[config.mk]
export PLATFORM = sky130hd
export DESIGN_NAME = mem_port_arbiter
export DESIGN_NICKNAME = d
export VERILOG_FILES = /design/src/rtl/common_pkg.sv /design/src/rtl/arb_perf_counter.sv /design/src/rtl/mem_port_arbiter.sv
export SDC_FILE = /design/constraint.sdc
export NUM_CORES = 1
export LEC_CHECK = 0
export ABC_AREA = 1
export CORE_MARGIN = 3
export CORE_UTILIZATION = 41
export DETAILED_ROUTE_END_ITERATION = 12
export HOLD_SLACK_MARGIN = 0.02
export PLACE_DENSITY_LB_ADDON = 0.08
export SETUP_SLACK_MARGIN = 0.02
export SLEW_MARGIN = 20
export SYNTH_ARGS = -nofsm -noshare
export SYNTH_HDL_FRONTEND = slang
export SYNTH_SLANG_ARGS = --single-unit
[constraint.sdc]
create_clock -name clk -period 1.7 [get_ports clk]
set_input_delay 0.34 -clock clk [delete_from_list [all_inputs] [get_ports clk]]
set_output_delay 0.34 -clock clk [all_outputs]
set_load 0.01 [all_outputs]
[src/rtl/common_pkg.sv]
// Shared types for the memory port arbiter: FSM states, port owner and the
// request payload that is latched toward the unified memory.
package common_pkg;

   typedef enum logic [1:0] {
      ARB_IDLE  = 2'd0,
      ARB_ISSUE = 2'd1,
      ARB_WAIT  = 2'd2
   } arb_state_t;

   typedef enum logic {
      OWNER_IF = 1'b0,
      OWNER_DM = 1'b1
   } arb_owner_t;

   typedef struct packed {
      logic        we;
      logic [3:0]  be;
      logic [31:0] addr;
      logic [31:0] wdata;
   } mem_req_t;

   localparam int STARVE_CNT_W = 4;

   // Fetch is read-only: full word enables, no write data.
   function automatic mem_req_t fetch_payload(input logic [31:0] addr);
      mem_req_t p;
      p.we    = 1'b0;
      p.be    = 4'hF;
      p.addr  = addr;
      p.wdata = 32'h0;
      return p;
   endfunction

   function automatic mem_req_t data_payload(input logic        we,
                                             input logic [3:0]  be,
                                             input logic [31:0] addr,
                                             input logic [31:0] wdata);
      mem_req_t p;
      p.we    = we;
      p.be    = be;
      p.addr  = addr;
      p.wdata = wdata;
      return p;
   endfunction

endpackage

[src/rtl/arb_perf_counter.sv]
// 32-bit saturating event counter; counts one per clock while inc is high.
module arb_perf_counter (
   input  logic        clk,
   input  logic        rst,
   input  logic        inc,
   output logic [31:0] count
);

   logic [31:0] count_reg;
   logic [31:0] count_next;

   always_comb begin
      count_next = count_reg;
      if (inc && (count_reg != 32'hFFFF_FFFF)) begin
         count_next = count_reg + 32'd1;
      end
   end

   always_ff @(posedge clk or negedge rst) begin
      if (!rst) begin
         count_reg <= 32'h0;
      end else begin
         count_reg <= count_next;
      end
   end

   assign count = count_reg;

endmodule

[src/rtl/mem_port_arbiter.sv]
// Arbitrates one single-port memory between fetch (read-only) and the memory stage.
// Define MEM_ARB_PERF_EN to build the perf_if_wait / perf_dm_wait counters.
module mem_port_arbiter
   import common_pkg::*;
#(
   parameter int unsigned STARVE_MAX = 4
) (
   input  logic        clk,
   input  logic        rst,
   input  logic        if_req,
   input  logic [31:0] if_addr,
   output logic        if_gnt,
   output logic        if_rvalid,
   output logic [31:0] if_rdata,
   input  logic        dm_req,
   input  logic        dm_we,
   input  logic [3:0]  dm_be,
   input  logic [31:0] dm_addr,
   input  logic [31:0] dm_wdata,
   output logic        dm_gnt,
   output logic        dm_rvalid,
   output logic [31:0] dm_rdata,
   output logic        mem_req,
   output logic        mem_we,
   output logic [3:0]  mem_be,
   output logic [31:0] mem_addr,
   output logic [31:0] mem_wdata,
   input  logic        mem_ready,
   input  logic        mem_rvalid,
   input  logic [31:0] mem_rdata,
   output logic        busy,
   output logic [31:0] perf_if_wait,
   output logic [31:0] perf_dm_wait
);

   localparam logic [STARVE_CNT_W-1:0] STARVE_LIM = STARVE_CNT_W'(STARVE_MAX);

   arb_state_t                state_reg;
   arb_state_t                state_next;
   arb_owner_t                owner_reg;
   logic [STARVE_CNT_W-1:0]   starve_cnt_reg;
   logic [STARVE_CNT_W-1:0]   starve_cnt_next;
   mem_req_t                  payload_reg;
   logic                      mem_req_reg;
   logic                      if_gnt_reg;
   logic                      dm_gnt_reg;
   logic                      if_rvalid_reg;
   logic                      dm_rvalid_reg;
   logic [31:0]               if_rdata_reg;
   logic [31:0]               dm_rdata_reg;

   logic                      pick_if;
   logic                      grant_if;
   logic                      grant_dm;
   logic                      accept;
   logic                      respond;

   // Memory stage wins ties unless fetch has already waited STARVE_MAX dm grants.
   assign pick_if  = if_req && (!dm_req || (starve_cnt_reg == STARVE_LIM));
   assign grant_if = (state_reg == ARB_IDLE) && pick_if;
   assign grant_dm = (state_reg == ARB_IDLE) && dm_req && !pick_if;
   assign accept   = (state_reg == ARB_ISSUE) && mem_ready;
   assign respond  = (state_reg == ARB_WAIT) && mem_rvalid;

   always_comb begin
      state_next = state_reg;
      case (state_reg)
         ARB_IDLE: begin
            if (grant_if || grant_dm) begin
               state_next = ARB_ISSUE;
            end
         end
         ARB_ISSUE: begin
            if (accept) begin
               state_next = ARB_WAIT;
            end
         end
         ARB_WAIT: begin
            if (respond) begin
               state_next = ARB_IDLE;
            end
         end
         default: state_next = ARB_IDLE;
      endcase
   end

   always_comb begin
      starve_cnt_next = starve_cnt_reg;
      if (!if_req || grant_if) begin
         starve_cnt_next = '0;
      end else if (grant_dm && (starve_cnt_reg != STARVE_LIM)) begin
         starve_cnt_next = starve_cnt_reg + 1'b1;
      end
   end

   always_ff @(posedge clk or negedge rst) begin
      if (!rst) begin
         state_reg      <= ARB_IDLE;
         owner_reg      <= OWNER_IF;
         starve_cnt_reg <= '0;
         payload_reg    <= '0;
         mem_req_reg    <= 1'b0;
         if_gnt_reg     <= 1'b0;
         dm_gnt_reg     <= 1'b0;
      end else begin
         state_reg      <= state_next;
         starve_cnt_reg <= starve_cnt_next;
         if_gnt_reg     <= grant_if;
         dm_gnt_reg     <= grant_dm;
         if (grant_if) begin
            owner_reg   <= OWNER_IF;
            payload_reg <= fetch_payload(if_addr);
            mem_req_reg <= 1'b1;
         end else if (grant_dm) begin
            owner_reg   <= OWNER_DM;
            payload_reg <= data_payload(dm_we, dm_be, dm_addr, dm_wdata);
            mem_req_reg <= 1'b1;
         end else if (accept) begin
            mem_req_reg <= 1'b0;
         end
      end
   end

   // Response path: rdata registers keep their value between responses.
   always_ff @(posedge clk or negedge rst) begin
      if (!rst) begin
         if_rvalid_reg <= 1'b0;
         dm_rvalid_reg <= 1'b0;
         if_rdata_reg  <= 32'h0;
         dm_rdata_reg  <= 32'h0;
      end else begin
         if_rvalid_reg <= respond && (owner_reg == OWNER_IF);
         dm_rvalid_reg <= respond && (owner_reg == OWNER_DM);
         if (respond && (owner_reg == OWNER_IF)) begin
            if_rdata_reg <= mem_rdata;
         end
         if (respond && (owner_reg == OWNER_DM)) begin
            dm_rdata_reg <= payload_reg.we ? 32'h0 : mem_rdata;
         end
      end
   end

   assign if_gnt    = if_gnt_reg;
   assign dm_gnt    = dm_gnt_reg;
   assign if_rvalid = if_rvalid_reg;
   assign dm_rvalid = dm_rvalid_reg;
   assign if_rdata  = if_rdata_reg;
   assign dm_rdata  = dm_rdata_reg;
   assign mem_req   = mem_req_reg;
   assign mem_we    = payload_reg.we;
   assign mem_be    = payload_reg.be;
   assign mem_addr  = payload_reg.addr;
   assign mem_wdata = payload_reg.wdata;
   assign busy      = (state_reg != ARB_IDLE);

`ifdef MEM_ARB_PERF_EN
   // A requester is waiting in any cycle its req is up but its grant pulse is not.
   logic if_wait_evt;
   logic dm_wait_evt;

   assign if_wait_evt = if_req & ~if_gnt_reg;
   assign dm_wait_evt = dm_req & ~dm_gnt_reg;

   arb_perf_counter u_if_wait (
      .clk   (clk),
      .rst   (rst),
      .inc   (if_wait_evt),
      .count (perf_if_wait)
   );

   arb_perf_counter u_dm_wait (
      .clk   (clk),
      .rst   (rst),
      .inc   (dm_wait_evt),
      .count (perf_dm_wait)
   );
`else
   assign perf_if_wait = 32'h0;
   assign perf_dm_wait = 32'h0;
`endif

endmodule
==> results of run 1 <==
[layout make-up]
type	instances	area, sq um	area share, %
clock buffers	24	501.7	4.828
clock inverters	8	76.32	0.7345
inverters	47	176.4	1.698
multi-input cells	561	2459	23.66
flip-flops and latches	145	3628	34.92
well taps	216	270.3	2.601
repair buffers	311	3279	31.56
[metal layers]
metal  global-route usage (%)  vias up  part of all wire (%)
li1                         -     2992                     -
met1                    29.09     2889                    41
met2                    36.12      239                    48
met3                    7.314       26                   8.1
met4                    7.466        0                   2.0
met5                        0        -                     0
[power by group]
group,leakage (nW),internal [mW],switching (mW)
logic,4.08,3.56,4.09
clock network,0.279,2.20,1.42
registers,1.84,5.06,0.829
total,6.19,10.8,6.34
[synthesized netlist by cell type]
cell type  number  area, sq um
o21ai_0        32        160.2
o211ai_1        4        30.03
inv_2           4        15.01
nor2_2          1        6.260
nor2_1         36        135.1
nand3_4         1        17.52
o31ai_1         1        7.510
nand3_2         1        10.01
inv_1          43        161.4
nor2_4          2        22.52
o21ai_4         1        16.27
ha_1            2        25.02
buf_2          20        100.1
clkbuf_1       20        75.07
xor2_1          1        8.760
nand2_2         1        6.260
o21ai_1         3        15.01
clkbuf_2        1        5.000
nand3_1       102        510.5
a21oi_1         2        10.01
dfrtp_1       145         3628
buf_4          74        555.5
nand4_1        34        212.7
nand2_1       273         1025
conb_1          1        3.750
[worst min-delay path by stage]
stage | startpoint | to
2_1_floorplan | rst | dm_gnt$_DFF_PN0_
3_3_place_gp | rst | if_rdata[15]$_DFFE_PN0P_
3_5_place_dp | rst | dm_rdata[15]$_DFFE_PN0P_
4_1_cts | rst | if_rdata[13]$_DFFE_PN0P_
5_1_grt | rst | if_rdata[18]$_DFFE_PN0P_
6_report | rst | if_rdata[13]$_DFFE_PN0P_
[cells by family after synthesis]
| group | count (synthesis) | share of synthesized area, % |
|---|---|---|
| fa+ha+maj | 2 | 0.3700 |
| simple gates | 451 | 28.77 |
| flops | 145 | 53.65 |
| buf+inv | 162 | 13.49 |
| compound gates | 43 | 3.534 |
| other cells | 1 | 0.05545 |
| xor+xnor | 1 | 0.1295 |
[per-stage QoR]
step / util, % / instance area (sq um) / TNS [ns]
floorplan: - / 6999 / 0
global placement: 60.50 / 9681 / 0
detailed placement: 60.50 / 9681 / -0.03660
CTS: 63.77 / 10200 / 0
global route: 64.94 / 10390 / 0
finish: 64.94 / 10390 / 0
[timing repair]
action                     CTS  global route
hold endpoints to repair    37             0
hold buffers                 1             0
gates resized for setup     56            78
setup endpoints to repair   54            78
pin swaps                    0             0
==> summary.txt, run 1 <==
Status
  • Status: completed

Die
  • Die width: 134.4 microns
  • Core ar.: approximately 0.016 sq mm
  • FP Rows: 46
  • Starting Density: between 40 and 50%
  • IO Count: about 340
  • Die height: 134.4 microns
  • Die area: 0.01807 sq mm

Clock tree
  • CTS root buf: clkbuf_16
  • TritonCTS clock tree: yes
  • Num Clock Sinks: 145
  • Post-CTS setup buffers: 0
  • Worst-path clk slew: approximately 0.060 ns
  • H-Tree Depth: 4
  • Clk buf depth: 2
  • CTS Buf Count: 17
  • Worst skew pair latency: around 0.42 ns

Global route
  • Total grt overflow: 0
  • Largest net degree at the start of global routing: 44
  • First-pass GRT wire length: around 32000 microns
  • GRT Resource Usage Total: 22.55%
  • Initial antenna violation count: 0
  • Vias in the first global route: 6017

Critical path
  • Worst Setup SP: mem_wdata[14]$_DFFE_PN0P_
  • Crit-path slowest cell: clkdlybuf4s50_1
  • WS Path Type: flip-flop to output pin
  • Delay-heaviest family, CP: buffers and inverters
  • Max stage delay on crit path: roughly 0.54 ns
  • R2r worst-path depth: 8
  • Crit path max fanout: 2
  • Buf+Inv Stages, Crit Path: 1
  • Crit. path cell count: 1
  • Startpoint Class: flip-flop
  • Worst path cell trace: clkdlybuf4s50_1
  • Worst r2r src: starve_cnt_reg[0]$_DFFE_PN0P_
  • R2R setup slack: 0.19 ns
  • Crit path required time: about 1.4 ns
  • Worst EP arrival: 1.30 ns
  • Element type at the critical path end: output pin
  • Worst setup endpoint: mem_wdata[14]
  • Reg-to-Reg End: mem_addr[26]$_DFFE_PN0P_

Power
  • Maximum vdd drop: ~850 uV
  • Tot Pwr: 17.17 mW
  • Pwr Density: 1652 mW/mm^2
  • Pleak: a little over 6 nW

Synthesis
  • Synth warnings: 0
  • Mapped cell area: roughly 0.0068 sq mm
  • Cells after synthesis: ~810
  • Seq cells post-synth: ~150
  • Distinct cells, synth: 25
  • Mean Syn Cell Area: around 8.4 sq um
  • Share of the yosys chip area belonging to registers: 53.65%

Routing
  • 1st-iter DRT viols: about 280
  • Routed via count: 6146
  • Routed WL: about 21000 microns
  • Pre-antenna DRT Iters: 7
  • # DRC: 0
  • Final ANT Viol Nets: 0
  • Avg WL per Cell: between 15 and 20 microns
  • Vias/cell: approximately 4.7

Finish
  • Most frequent cells in the layout: nand2_1 (273), clkdlybuf4s50_1 (146), dfrtp_1 (145)
  • Leading cell type in the layout, fill and taps excluded: nand2_1
  • Final Non-Filler Cells: between 1k and 1.5k
  • Synthesis-to-layout area growth: 53.65%
  • # diodes: 0
  • Nets: ~1.2k
  • # fillers: approximately 1.4k
  • Layout cell share with drive strength beyond 1: under 10%

Place
  • Routability cong.: slightly above 0.8
  • Worst slack, placed: -0.03660 ns
  • Dpl cells: approximately 1.3k
  • Port buffer count: ~280
  • Dpl hpwl: 14730 microns

Worst hold path
  • Hold Path Class: input port to asynchronous set/reset pin

Timing
  • Final WS setup: 0.05698 ns
  • Slew Viols, Final: 0
  • Part of the cycle the worst path needs: a little over nine tenths
  • Setup violators final: 0
  • Final clock skew: between 0.008 and 0.009 ns
  • Tmin final: 1.643 ns
  • Hold Slack: between 0.4 and 0.5 ns
  • RSZ-0062 raised after global routing: false
  • Achievable Freq: just over 600 MHz
  • Final hold viol count: 0

Flow run
  • Max Cap Viol: 0
No activity file was read; power rests on OpenSTA's default activity.
==> run 2, diff against run 1 <==
HOLD_SLACK_MARGIN = 0.05   (was 0.02)
==> results of run 2 <==
The final DEF is identical to that of run 1; final timing and power are the same.
